`src/rtl/traffic_light_pkg.sv`:
```
// Shared phase encoding and legal-successor rule for the R/G lamp monitor.
package traffic_light_pkg;

  typedef enum logic [1:0] {
    PH_DARK   = 2'b00,
    PH_GREEN  = 2'b01,
    PH_RED    = 2'b10,
    PH_YELLOW = 2'b11
  } phase_t;

  // DARK only ever leads into YELLOW; lit phases rotate YELLOW->RED->GREEN->YELLOW.
  function automatic phase_t ph_next_legal(input phase_t ph);
    phase_t nxt;
    case (ph)
      PH_DARK:   nxt = PH_YELLOW;
      PH_YELLOW: nxt = PH_RED;
      PH_RED:    nxt = PH_GREEN;
      PH_GREEN:  nxt = PH_YELLOW;
      default:   nxt = PH_YELLOW;
    endcase
    return nxt;
  endfunction

endpackage

```
`src/rtl/sat_counter.sv`:
```
// Saturating up-counter with synchronous load-to-one, used for dwell and cycle counts.
module sat_counter #(
  parameter int W = 8
) (
  input  logic         clk,
  input  logic         reset,
  input  logic         inc,
  input  logic         load_one,
  output logic [W-1:0] count
);

  // Load takes priority over increment; increment stops at all-ones.
  always_ff @(posedge clk or posedge reset) begin
    if (reset) begin
      count <= '0;
    end else if (load_one) begin
      count <= W'(1);
    end else if (inc && (count != '1)) begin
      count <= count + W'(1);
    end else begin
      count <= count;
    end
  end

endmodule

```
`src/rtl/traffic_light_monitor.sv`:
```
// Receive-side checker for the R/G lamp lines: decodes phase, measures dwell,
// flags illegal orderings and out-of-tolerance dwell, and counts completed cycles.
module traffic_light_monitor
  import traffic_light_pkg::*;
#(
  parameter int DWELL = 11,
  parameter int TOL   = 0,
  parameter int CNT_W = 8
) (
  input  logic             clk,
  input  logic             reset,
  input  logic             r_in,
  input  logic             g_in,
  input  logic             err_clr,
  output logic [1:0]       phase,
  output logic [CNT_W-1:0] dwell_cnt,
  output logic             phase_change,
  output logic             cycle_done,
  output logic [15:0]      cycle_cnt,
  output logic             seq_err,
  output logic             dwell_err
);

  // One extra bit so DWELL+TOL+1 never wraps in the comparisons.
  localparam logic [CNT_W:0] SHORT_LIM = (CNT_W+1)'(DWELL - TOL);
  localparam logic [CNT_W:0] STUCK_LIM = (CNT_W+1)'(DWELL + TOL + 1);

  phase_t         cur_ph;
  phase_t         new_ph;
  phase_t         expect_ph;
  logic           changed;
  logic           seq_ev;
  logic           dwell_ev;
  logic           cycle_ev;
  logic           seq_next;
  logic           dwell_next;
  logic           pc_q;
  logic           cd_q;
  logic           seq_q;
  logic           dwell_q;
  logic [CNT_W:0] dwell_plus;

  always_comb begin
    new_ph     = phase_t'({r_in, g_in});
    expect_ph  = ph_next_legal(cur_ph);
    changed    = (new_ph != cur_ph);
    dwell_plus = {1'b0, dwell_cnt} + {{CNT_W{1'b0}}, 1'b1};
    seq_ev     = changed && (new_ph != expect_ph);
    dwell_ev   = 1'b0;
    if (cur_ph == PH_DARK) begin
      dwell_ev = 1'b0;
    end else if (changed) begin
      dwell_ev = ({1'b0, dwell_cnt} < SHORT_LIM);
    end else begin
      dwell_ev = (dwell_plus == STUCK_LIM);
    end
    cycle_ev   = changed && (cur_ph == PH_GREEN) && (new_ph == PH_YELLOW);
    // A fresh error event outranks a same-cycle clear.
    seq_next   = seq_ev   | (seq_q   & ~err_clr);
    dwell_next = dwell_ev | (dwell_q & ~err_clr);
  end

  always_ff @(posedge clk or posedge reset) begin
    if (reset) begin
      cur_ph  <= PH_DARK;
      pc_q    <= 1'b0;
      cd_q    <= 1'b0;
      seq_q   <= 1'b0;
      dwell_q <= 1'b0;
    end else begin
      cur_ph  <= new_ph;
      pc_q    <= changed;
      cd_q    <= cycle_ev;
      seq_q   <= seq_next;
      dwell_q <= dwell_next;
    end
  end

  sat_counter #(.W(CNT_W)) u_dwell (
    .clk      (clk),
    .reset    (reset),
    .inc      (!changed),
    .load_one (changed),
    .count    (dwell_cnt)
  );

  sat_counter #(.W(16)) u_cycle (
    .clk      (clk),
    .reset    (reset),
    .inc      (cycle_ev),
    .load_one (1'b0),
    .count    (cycle_cnt)
  );

  assign phase        = cur_ph;
  assign phase_change = pc_q;
  assign cycle_done   = cd_q;
  assign seq_err      = seq_q;
  assign dwell_err    = dwell_q;

endmodule

```
`config.mk`:
```
export PLATFORM = sky130hd
export DESIGN_NAME = traffic_light_monitor
export DESIGN_NICKNAME = d
export VERILOG_FILES = /design/src/rtl/traffic_light_pkg.sv /design/src/rtl/sat_counter.sv /design/src/rtl/traffic_light_monitor.sv
export SDC_FILE = /design/constraint.sdc
export NUM_CORES = 1
export LEC_CHECK = 0
export CAP_MARGIN = 20
export CORE_ASPECT_RATIO = 0.6
export CORE_UTILIZATION = 25
export DETAILED_ROUTE_END_ITERATION = 6
export HOLD_SLACK_MARGIN = 0.08
export MAX_ROUTING_LAYER = met4
export SKIP_LAST_GASP = 1
export SYNTH_ARGS = -nofsm -noshare
export SYNTH_HDL_FRONTEND = slang
export SYNTH_HIERARCHICAL = 1
export SYNTH_SLANG_ARGS = --single-unit
```
`constraint.sdc`:
```
create_clock -name clk -period 6.2 [get_ports clk]
set_input_delay 1.86 -clock clk [delete_from_list [all_inputs] [get_ports clk]]
set_output_delay 1.86 -clock clk [all_outputs]
set_load 0.01 [all_outputs]
```
==> impl_metrics.ini, run 1 <==
[sta]
timing.final.setup_violations = 0
grt_setup_unrepaired = false
tightest_slew_ps = 747
totalNegativeSetupSlack_ps = 0
slew_headroom = 0.497
drv_slew = 0
final_period_minus_worst_setup_slack_ps = 4240
final_hold_viol_count = 0
max_clock_freq_mhz = 236
worst_clock_skew_ps = 9.71
finalCritPeriodShare = 0.683

[clocking]
tritoncts = built
cts_post_setup_buffers_inserted = 0
clock_insertion_delay_worst_skew_ps = 270
post_cts.resized_instances = 0
cts_buffer_depth = 2
cts_root_buffer = clkbuf_16
clk_pin_slew_worst_paths_ps = 60
cts-buffers-inserted = 5
cts_max_level = 2
hold_buffers = 0
numClockSinks = 30

[power]
power.static_leakage_nw = 0.853
power-per-cell-area_mw_per_mm2 = 215
vdd_drop_max_uv = 103

[min_path]
hold_path.startpoint = dwell_err
timing.hold.worst_path_depth = 2
worstHoldPathType = reg -> reg

[grt]
grt_util_met2 = 0.171
first_global_vias = 1321
met3_usage = 0.0315
grt_overflow = 0
grt-busiest-layer = met1
grt_util_met1 = 0.184
grt_use_total = 0.127
wire_length_of_the_first_global_routing_pass_mm = 6.80
pin_count_of_the_biggest_net_entering_global_routing = 20
antenna_found_initial = 0

[worst_setup_path]
crit_type = in -> reg
worst-r2r-cell-count = 6
timing.critical_path.cells = clkdlybuf4s50_1, nand2b_1, nor2_1, nand3_1, or4_4, or4_1, a21oi_1
timing.critical_path.from_type = input pin
worst_path_dominant_cell_family = simple AND/OR/NAND/NOR gates
startpoint = r_in
crit-reg2reg-launch = phase[1]
path_buf_inv = 1
cp.depth = 7
setup.worst_path.end_class = flop
worst_path_max_delay_cell = clkdlybuf4s50_1
worst-path-max-fanout = 9
arrival_ps = 4440
largest_stage_delay_on_the_critical_path_ps = 550
required_ps = 6400

[die]
floorplan.initialDensity = 0.258
die_w_microns = 109
ios = 35
design.core.area_sq_mm = 0.00668
fp.dieH_microns = 66.3
die-area_sq_mm = 0.00723
floorplan.rows = 23

[final_layout]
area_growth_syn_to_layout_pct = 32.6
fraction_of_final_layout_cells_with_drive_strength_greater_than_1 = 0.103
cell_count_final_fillers_out = 301
antenna_cells_inserted = 0
final_layout_net_count = 220

[drt]
detail_route.wirelength_mm = 4.29
detail_route.iter0.violations = 85
ant_nets = 0
routed-via-count = 1515
detail_route.drc_violations = 0
vias_per_cell = 5.03
drt-pass1-iter-count = 4
routedWlPerCell_microns = 14.3

[synth]
synth-main-ff-cell = dfrtp_1
synth_seq_area_share = 0.436
synth.avg_cell_area_sq_um = 9.67
post_synth_edffs = 0
synth.top_cells.by_count = dfrtp_1 (30), a21oi_1 (14), nand2_1 (12)
synthesis.instances = 178
async_reset_ff_frac = 1.00
netlist-cell-type-count = 47
synth_largest_type_area_fraction = 0.436
biggest_area_consumer_among_synthesized_cells = dfrtp_1
postSynthRegisterBits = 30
post_synth_instance_area_sq_mm = 0.00172
synth.most_common_cell = dfrtp_1
yosysWarnings = 6
largest_cells_by_area_after_synthesis = dfrtp_1 (44%), a21oi_1 (4.1%), nor2b_1 (3.3%)
mappedNetlistNets = 185

[status]
status = completed

[placed_design]
io_buffer_count = 34
finalWeightedCongestion = 0.813
post-dp-hpwl_mm = 3.12
placed_cells = 293

[run]
maxCapViolCount = 0
## worst paths after layout
path | slack, ps | endpoint
max | 1960 | u_cycle/count[13]
min | 550 | dwell_err
max reg2reg | 3590 | u_cycle/count[13]
min reg2reg | 550 | dwell_err
max in group asynchronous | 3740 | u_cycle/count[0]
min in group asynchronous | 1870 | cycle_done
## cell usage in the layout (no fill, tap or decap), types with 2 or more instances in the layout
cell	instances
a31oi_1	2
nor2_1	8
clkdlybuf4s50_1	34
ha_1	2
dfrtp_1	30
a21oi_1	14
mux2i_1	4
nor2b_1	9
o21ai_0	5
nand4_1	6
nand2_1	12
o41ai_1	2
nor4_1	4
or3_1	6
inv_1	8
and4_1	2
mux2_4	3
nand2b_1	5
nand3_1	11
o31ai_1	5
a21oi_2	2
clkbuf_16	5
nor3_1	6
or4_1	6
## power breakdown
part | total (mW) | leakage, nW | internal, mW | switching [mW]
sequential | 0.205 | 0.394 | 0.201 | 0.00484
clock | 0.243 | 0.0729 | 0.158 | 0.0847
combinational | 0.0426 | 0.386 | 0.0192 | 0.0234
## layer usage
metal  vias up  wire length (microns)
met5         -                      0
met4         0                     27
met2        38                   1830
met3         2                    200
met1       734                   2240
li1        741                      -
## registers in the layout, summed over array words and instances, names as in the netlist
name,flops
u_cycle/count,16
u_dwell/count,8
seq_err,1
phase,2
cycle_done,1
phase_change,1
dwell_err,1
## worst reg2reg max path, stage by stage, from the launching register on
cell,delay [ps]
dfrtp_1,430
nand2b_1,230
nor2_1,490
nand3_1,310
or4_4,520
or4_1,420
a21oi_1,150
## cell type report
type                       instances  area, sq um
clock buffer                       6          139
clock inverter                     2         12.5
fill                             696         4390
inverter                           8         30.0
multi-input combinational        134          901
sequential                        30          751
tap                               87          109
timing repair buffer              34          340
## cells by family (layout without fill, tap and decap cells)
kind of cell    Yosys count  after routing  synth area share
xor+xnor                  2              2            0.0102
compound gates           39             39             0.158
simple gates             82             82             0.282
other cells               1              1           0.00218
buf+inv                  14             50            0.0407
mux                       8              8            0.0560
flops                    30             30             0.436
fa+ha+maj                 2              2            0.0145
## per-stage QoR
| step | total power, mW | hold WS [ps] | worst slack [ps] | area (sq um) | utilization |
|---|---|---|---|---|---|
| final | 0.491 | 553 | 1960 | 2280 | 0.342 |
| after global routing | 0.511 | 584 | 1780 | 2280 | 0.342 |
| after CTS | 0.496 | 561 | 1990 | 2280 | 0.342 |
| after detailed placement | 0.251 | 547 | 1730 | 2130 | 0.319 |
| after global placement | 0.250 | 523 | 1870 | 2130 | 0.319 |
| after floorplan | 0.233 | 575 | 2720 | 1720 | - |
No activity file was read; power rests on OpenSTA's default activity.
==> inputs of run 2 (changes only) <==
==> constraint.sdc (replaced) <==
create_clock -name clk -period 3.7 [get_ports clk]
set_input_delay 1.11 -clock clk [delete_from_list [all_inputs] [get_ports clk]]
set_output_delay 1.11 -clock clk [all_outputs]
set_load 0.01 [all_outputs]
==> run 2 against run 1 <==
Effect of this change: routed wire length shrank 2.7%; critical path depth is the same; cell count grew 0.66%; power grew 97%; worst setup slack lost 1300 ps; flip-flop and latch count is the same; combinational power grew 70%; sequential power grew 68%; largest power group unchanged; hold slack lost 21 ps; design area grew 2.7%; register-to-register slack lost 2100 ps.
==> impl_metrics.ini, run 2 (synthesized netlist as in run 1, its figures left out) <==
[status]
status = completed

[power]
power-per-cell-area_mw_per_mm2 = 412
seq_power_share = 0.356
comb_power_share = 0.075
p_sw_mw = 0.193
vdd_drop_max_uv = 158
sw_frac_of_total = 0.200
power.static_leakage_nw = 0.887
cell_internal_pwr_mw = 0.774
power_frac_clock = 0.569
total_power_mw = 0.967

[drt]
detail_route.wirelength_mm = 4.18
drt-pass1-iter-count = 4
vias_per_cell = 4.92
routed-via-count = 1491
routedWlPerCell_microns = 13.8
ant_nets = 0
detail_route.drc_violations = 0
detail_route.iter0.violations = 58

[worst_setup_path]
required_ps = 3900
worst-r2r-cell-count = 6
largest_stage_delay_on_the_critical_path_ps = 540
critical_r2r_capture = u_cycle/count[13]
arrival_ps = 3260
worst_path_dominant_cell_family = simple AND/OR/NAND/NOR gates
cp.depth = 7
reg2reg_slack_ps = 1500
setup.worst_path.end_class = flop
timing.critical_path.from_type = input pin
crit_type = in -> reg
crit-reg2reg-launch = phase[1]
path_buf_inv = 1
worst_path_max_delay_cell = clkdlybuf4s50_1
worst-path-max-fanout = 6
timing.critical_path.cells = clkdlybuf4s50_1, nand2b_1, nor2_1, nand3_1, or4_4, or4_1, a21oi_1

[grt]
pin_count_of_the_biggest_net_entering_global_routing = 20
grt_use_total = 0.124
grt_overflow = 0
antenna_found_initial = 0
first_global_vias = 1295
wire_length_of_the_first_global_routing_pass_mm = 6.59

[clocking]
clk_pin_slew_worst_paths_ps = 50
numClockSinks = 30
tritoncts = built
post_cts.resized_instances = 0
cts_buffer_depth = 2
hold_buffers = 0
cts_post_setup_buffers_inserted = 0
cts_root_buffer = clkbuf_16
cts_max_level = 2
cts-buffers-inserted = 5
clock_insertion_delay_worst_skew_ps = 280

[final_layout]
final_layout_net_count = 222
largest-register = u_cycle/count
largest_register_ff_count = 16
layout_commonest_cell = clkdlybuf4s50_1
design_area_sq_mm = 0.00234
most-common-layout-cells = clkdlybuf4s50_1 (34), dfrtp_1 (30), a21oi_1 (14), nand2_1 (12), nand3_1 (11)
area_growth_syn_to_layout_pct = 36.2
fraction_of_final_layout_cells_with_drive_strength_greater_than_1 = 0.111
antenna_cells_inserted = 0

[die]
fp.dieH_microns = 66.3
die-area_sq_mm = 0.00723
ios = 35
floorplan.rows = 23
floorplan.initialDensity = 0.258
die_w_microns = 109
design.core.area_sq_mm = 0.00668

[sta]
worst_clock_skew_ps = 6.91
slew_headroom = 0.527
final_period_minus_worst_setup_slack_ps = 3060
max_clock_freq_mhz = 327
timing.final.setup_violations = 0
grt_setup_unrepaired = false
finalCritPeriodShare = 0.828
finalWorstSetupSlack_ps = 638
tightest_slew_ps = 703
drv_slew = 0
final_hold_viol_count = 0
totalNegativeSetupSlack_ps = 0

[min_path]
worstHoldPathType = reg -> reg
min_delay_worst_endpoint = dwell_err
hold_path.startpoint = dwell_err
timing.hold.worst_path_depth = 2

[placed_design]
io_buffer_count = 34
finalWeightedCongestion = 0.808
dp_slack_ps = 387
detailed_place.area_sq_mm = 0.00215
post-dp-hpwl_mm = 3.01

[run]
maxCapViolCount = 0
==> run 2: changes by cell type in the layout (fill, tap and decap cells not counted) <==
cell	previous run	this run
clkinv_2	1	0
buf_4	0	2
clkinvlp_4	1	0
bufinv_16	0	2
==> run 2: tightest hold or removal path, cell delays in order (launching register included) <==
cell	delay (ps)
dfrtp_1	330
inv_1	50
o32ai_2	100
==> run 2: how the worst max path moves through the flow <==
stage               start           endpoint  slack, ps
global route         r_in  u_cycle/count[13]        550
global placement     r_in  u_cycle/count[13]        440
floorplan            r_in  u_cycle/count[13]        970
detailed placement   r_in  u_cycle/count[13]        390
finish               r_in  u_cycle/count[13]        640
CTS                  r_in  u_cycle/count[13]        680
==> run 2: power groups by stage <==
| stage | Clock, mW | Combinational [mW] | Sequential, mW |
|---|---|---|---|
| 3_5_place_dp | 0 | 0.0725 | 0.350 |
| 5_1_grt | 0.574 | 0.0799 | 0.345 |
| 6_report | 0.550 | 0.0726 | 0.344 |
| 4_1_cts | 0.560 | 0.0726 | 0.344 |
| 2_1_floorplan | 0 | 0.0382 | 0.352 |
| 3_3_place_gp | 0 | 0.0722 | 0.350 |
==> run 2: cell type report <==
class | instances | area (sq um)
inverter | 8 | 30.0
multi-input combinational | 134 | 901
clock inverter | 2 | 60.1
tap | 87 | 109
timing repair buffer | 36 | 355
clock buffer | 6 | 139
sequential | 30 | 751
fill | 696 | 4330
==> run 2: through the flow <==
stage | cells | hold WS, ps | utilization
after floorplan | 178 | 575 | -
after global placement | 295 | 523 | 0.321
after detailed placement | 295 | 524 | 0.321
after CTS | 303 | 540 | 0.351
after global routing | 303 | 587 | 0.351
final | 303 | 532 | 0.351
==> run 2: routing by layer <==
| layer | global-route usage | wire length [microns] |
|---|---|---|
| met4 | 0.0456 | 59 |
| met2 | 0.169 | 1720 |
| met3 | 0.0315 | 173 |
| met5 | - | 0 |
| met1 | 0.175 | 2230 |
==> inputs of run 3 (changes only) <==
==> constraint.sdc (replaced) <==
create_clock -name clk -period 2.8 [get_ports clk]
set_input_delay 0.84 -clock clk [delete_from_list [all_inputs] [get_ports clk]]
set_output_delay 0.84 -clock clk [all_outputs]
set_load 0.01 [all_outputs]
==> run 3 against run 2 <==
Effect of this change: combinational power rose by 45%; hold slack improved by 4.9 ps; critical endpoint unchanged; design area is 0.53% higher; cell count increased by 2.6%; worst setup slack worse by 360 ps.
==> impl_metrics.ini, run 3 (synthesized netlist as in run 1, its figures left out) <==
[sta]
finalWorstSetupSlack_ps = 276
timing.final.setup_violations = 0
tightest_slew_ps = 714
drv_slew = 0
grt_setup_unrepaired = false
finalCritPeriodShare = 0.902
finalHoldWorstSlack_ps = 537
final_hold_viol_count = 0
worst_clock_skew_ps = 5.84
slew_headroom = 0.520
totalNegativeSetupSlack_ps = 0
max_clock_freq_mhz = 396
final_period_minus_worst_setup_slack_ps = 2520

[placed_design]
finalWeightedCongestion = 0.809
dp_slack_ps = 5.76
detailed_place.area_sq_mm = 0.00221
post-dp-hpwl_mm = 3.20
io_buffer_count = 34

[worst_setup_path]
required_ps = 3000
arrival_ps = 2720
timing.critical_path.from_type = input pin
worst-path-max-fanout = 6
crit_type = in -> reg
setup.worst_path.end_class = flop

[drt]
detail_route.drc_violations = 0
routed-via-count = 1531
routedWlPerCell_microns = 14.1
detail_route.wirelength_mm = 4.39
vias_per_cell = 4.92
ant_nets = 0
drt-pass1-iter-count = 4
detail_route.iter0.violations = 88

[die]
ios = 35
die-area_sq_mm = 0.00723
design.core.area_sq_mm = 0.00668
fp.dieH_microns = 66.3
die_w_microns = 109
floorplan.initialDensity = 0.258
floorplan.rows = 23

[power]
power.static_leakage_nw = 0.900
power-per-cell-area_mw_per_mm2 = 466
vdd_drop_max_uv = 203

[clocking]
cts_buffer_depth = 2
clk_pin_slew_worst_paths_ps = 50
hold_buffers = 0
cts_root_buffer = clkbuf_16
post_cts.resized_instances = 0
cts_max_level = 2
numClockSinks = 30
clock_insertion_delay_worst_skew_ps = 270
cts_post_setup_buffers_inserted = 0
tritoncts = built
cts-buffers-inserted = 5

[grt]
pin_count_of_the_biggest_net_entering_global_routing = 20
met3_usage = 0.0404
wire_length_of_the_first_global_routing_pass_mm = 7.27
grt_util_met2 = 0.182
grt_use_total = 0.136
grt_overflow = 0
grt_util_met1 = 0.194
first_global_vias = 1438
antenna_found_initial = 0
grt-busiest-layer = met1

[final_layout]
area_of_the_multi_input_gates_sq_um = 901
final_layout_net_count = 230
final.fill_count = 697
largest-register = u_cycle/count
largest_register_ff_count = 16
layout_commonest_cell = clkdlybuf4s50_1
register_area_sq_um = 751
most-common-layout-cells = clkdlybuf4s50_1 (34), dfrtp_1 (30), a21oi_1 (14), nand2_1 (12), nand3_1 (11)
antenna_cells_inserted = 0
area_growth_syn_to_layout_pct = 36.9
fraction_of_final_layout_cells_with_drive_strength_greater_than_1 = 0.143
postLayoutCoreUtil = 0.353
design_area_sq_mm = 0.00236

[min_path]
worstHoldPathType = reg -> reg

[run]
maxCapViolCount = 0

[status]
status = completed
[run 3: changes by cell type in the layout (fill, tap and decap cells not counted)]
cell / delta
clkinvlp_4: +1
buf_4: +8
bufinv_16: -2
clkinv_2: +1
[run 3: critical path, cell delays in order]
cell	delay [ps]
clkdlybuf4s50_1	480
nand2b_1	80
nor2_1	170
nand3_1	130
or4_4	460
or4_1	410
a21oi_1	150
[run 3: path summary, 6_finish.rpt]
kind / cells after the start / start / end / slack, ps
max: 7 / r_in / u_cycle/count[13] / 280
min: 2 / dwell_err / dwell_err / 540
max reg2reg: 6 / phase[1] / u_cycle/count[13] / 780
min reg2reg: 2 / dwell_err / dwell_err / 540
max in group asynchronous: 2 / reset / u_cycle/count[9] / 1350
min in group asynchronous: 2 / reset / dwell_err / 850
[run 3: where the power goes]
group	switching (mW)	leakage [nW]	internal [mW]
clock	0.188	0.0729	0.351
combinational	0.0536	0.432	0.0518
sequential	0.0108	0.394	0.444
total	0.252	0.900	0.847
[run 3: per-stage QoR]
stage               total power [mW]  cells
floorplan                      0.516    178
global placement               0.566    303
detailed placement             0.567    303
CTS                             1.11    311
global route                    1.15    311
finish                          1.10    311
[run 3: area by class of cell]
type / count / share of cell area
multi-input combinational: 134 / 0.382
sequential: 30 / 0.318
timing repair buffer: 44 / 0.176
clock buffer: 6 / 0.0589
tap: 87 / 0.0462
inverter: 8 / 0.0127
clock inverter: 2 / 0.00531
[run 3: routing by layer]
layer	up-vias	share of wire	routed length (microns)
li1	768	-	-
met2	28	0.40	1760
met3	4	0.051	226
met5	-	0	0
met1	731	0.54	2370
met4	0	0.0098	43
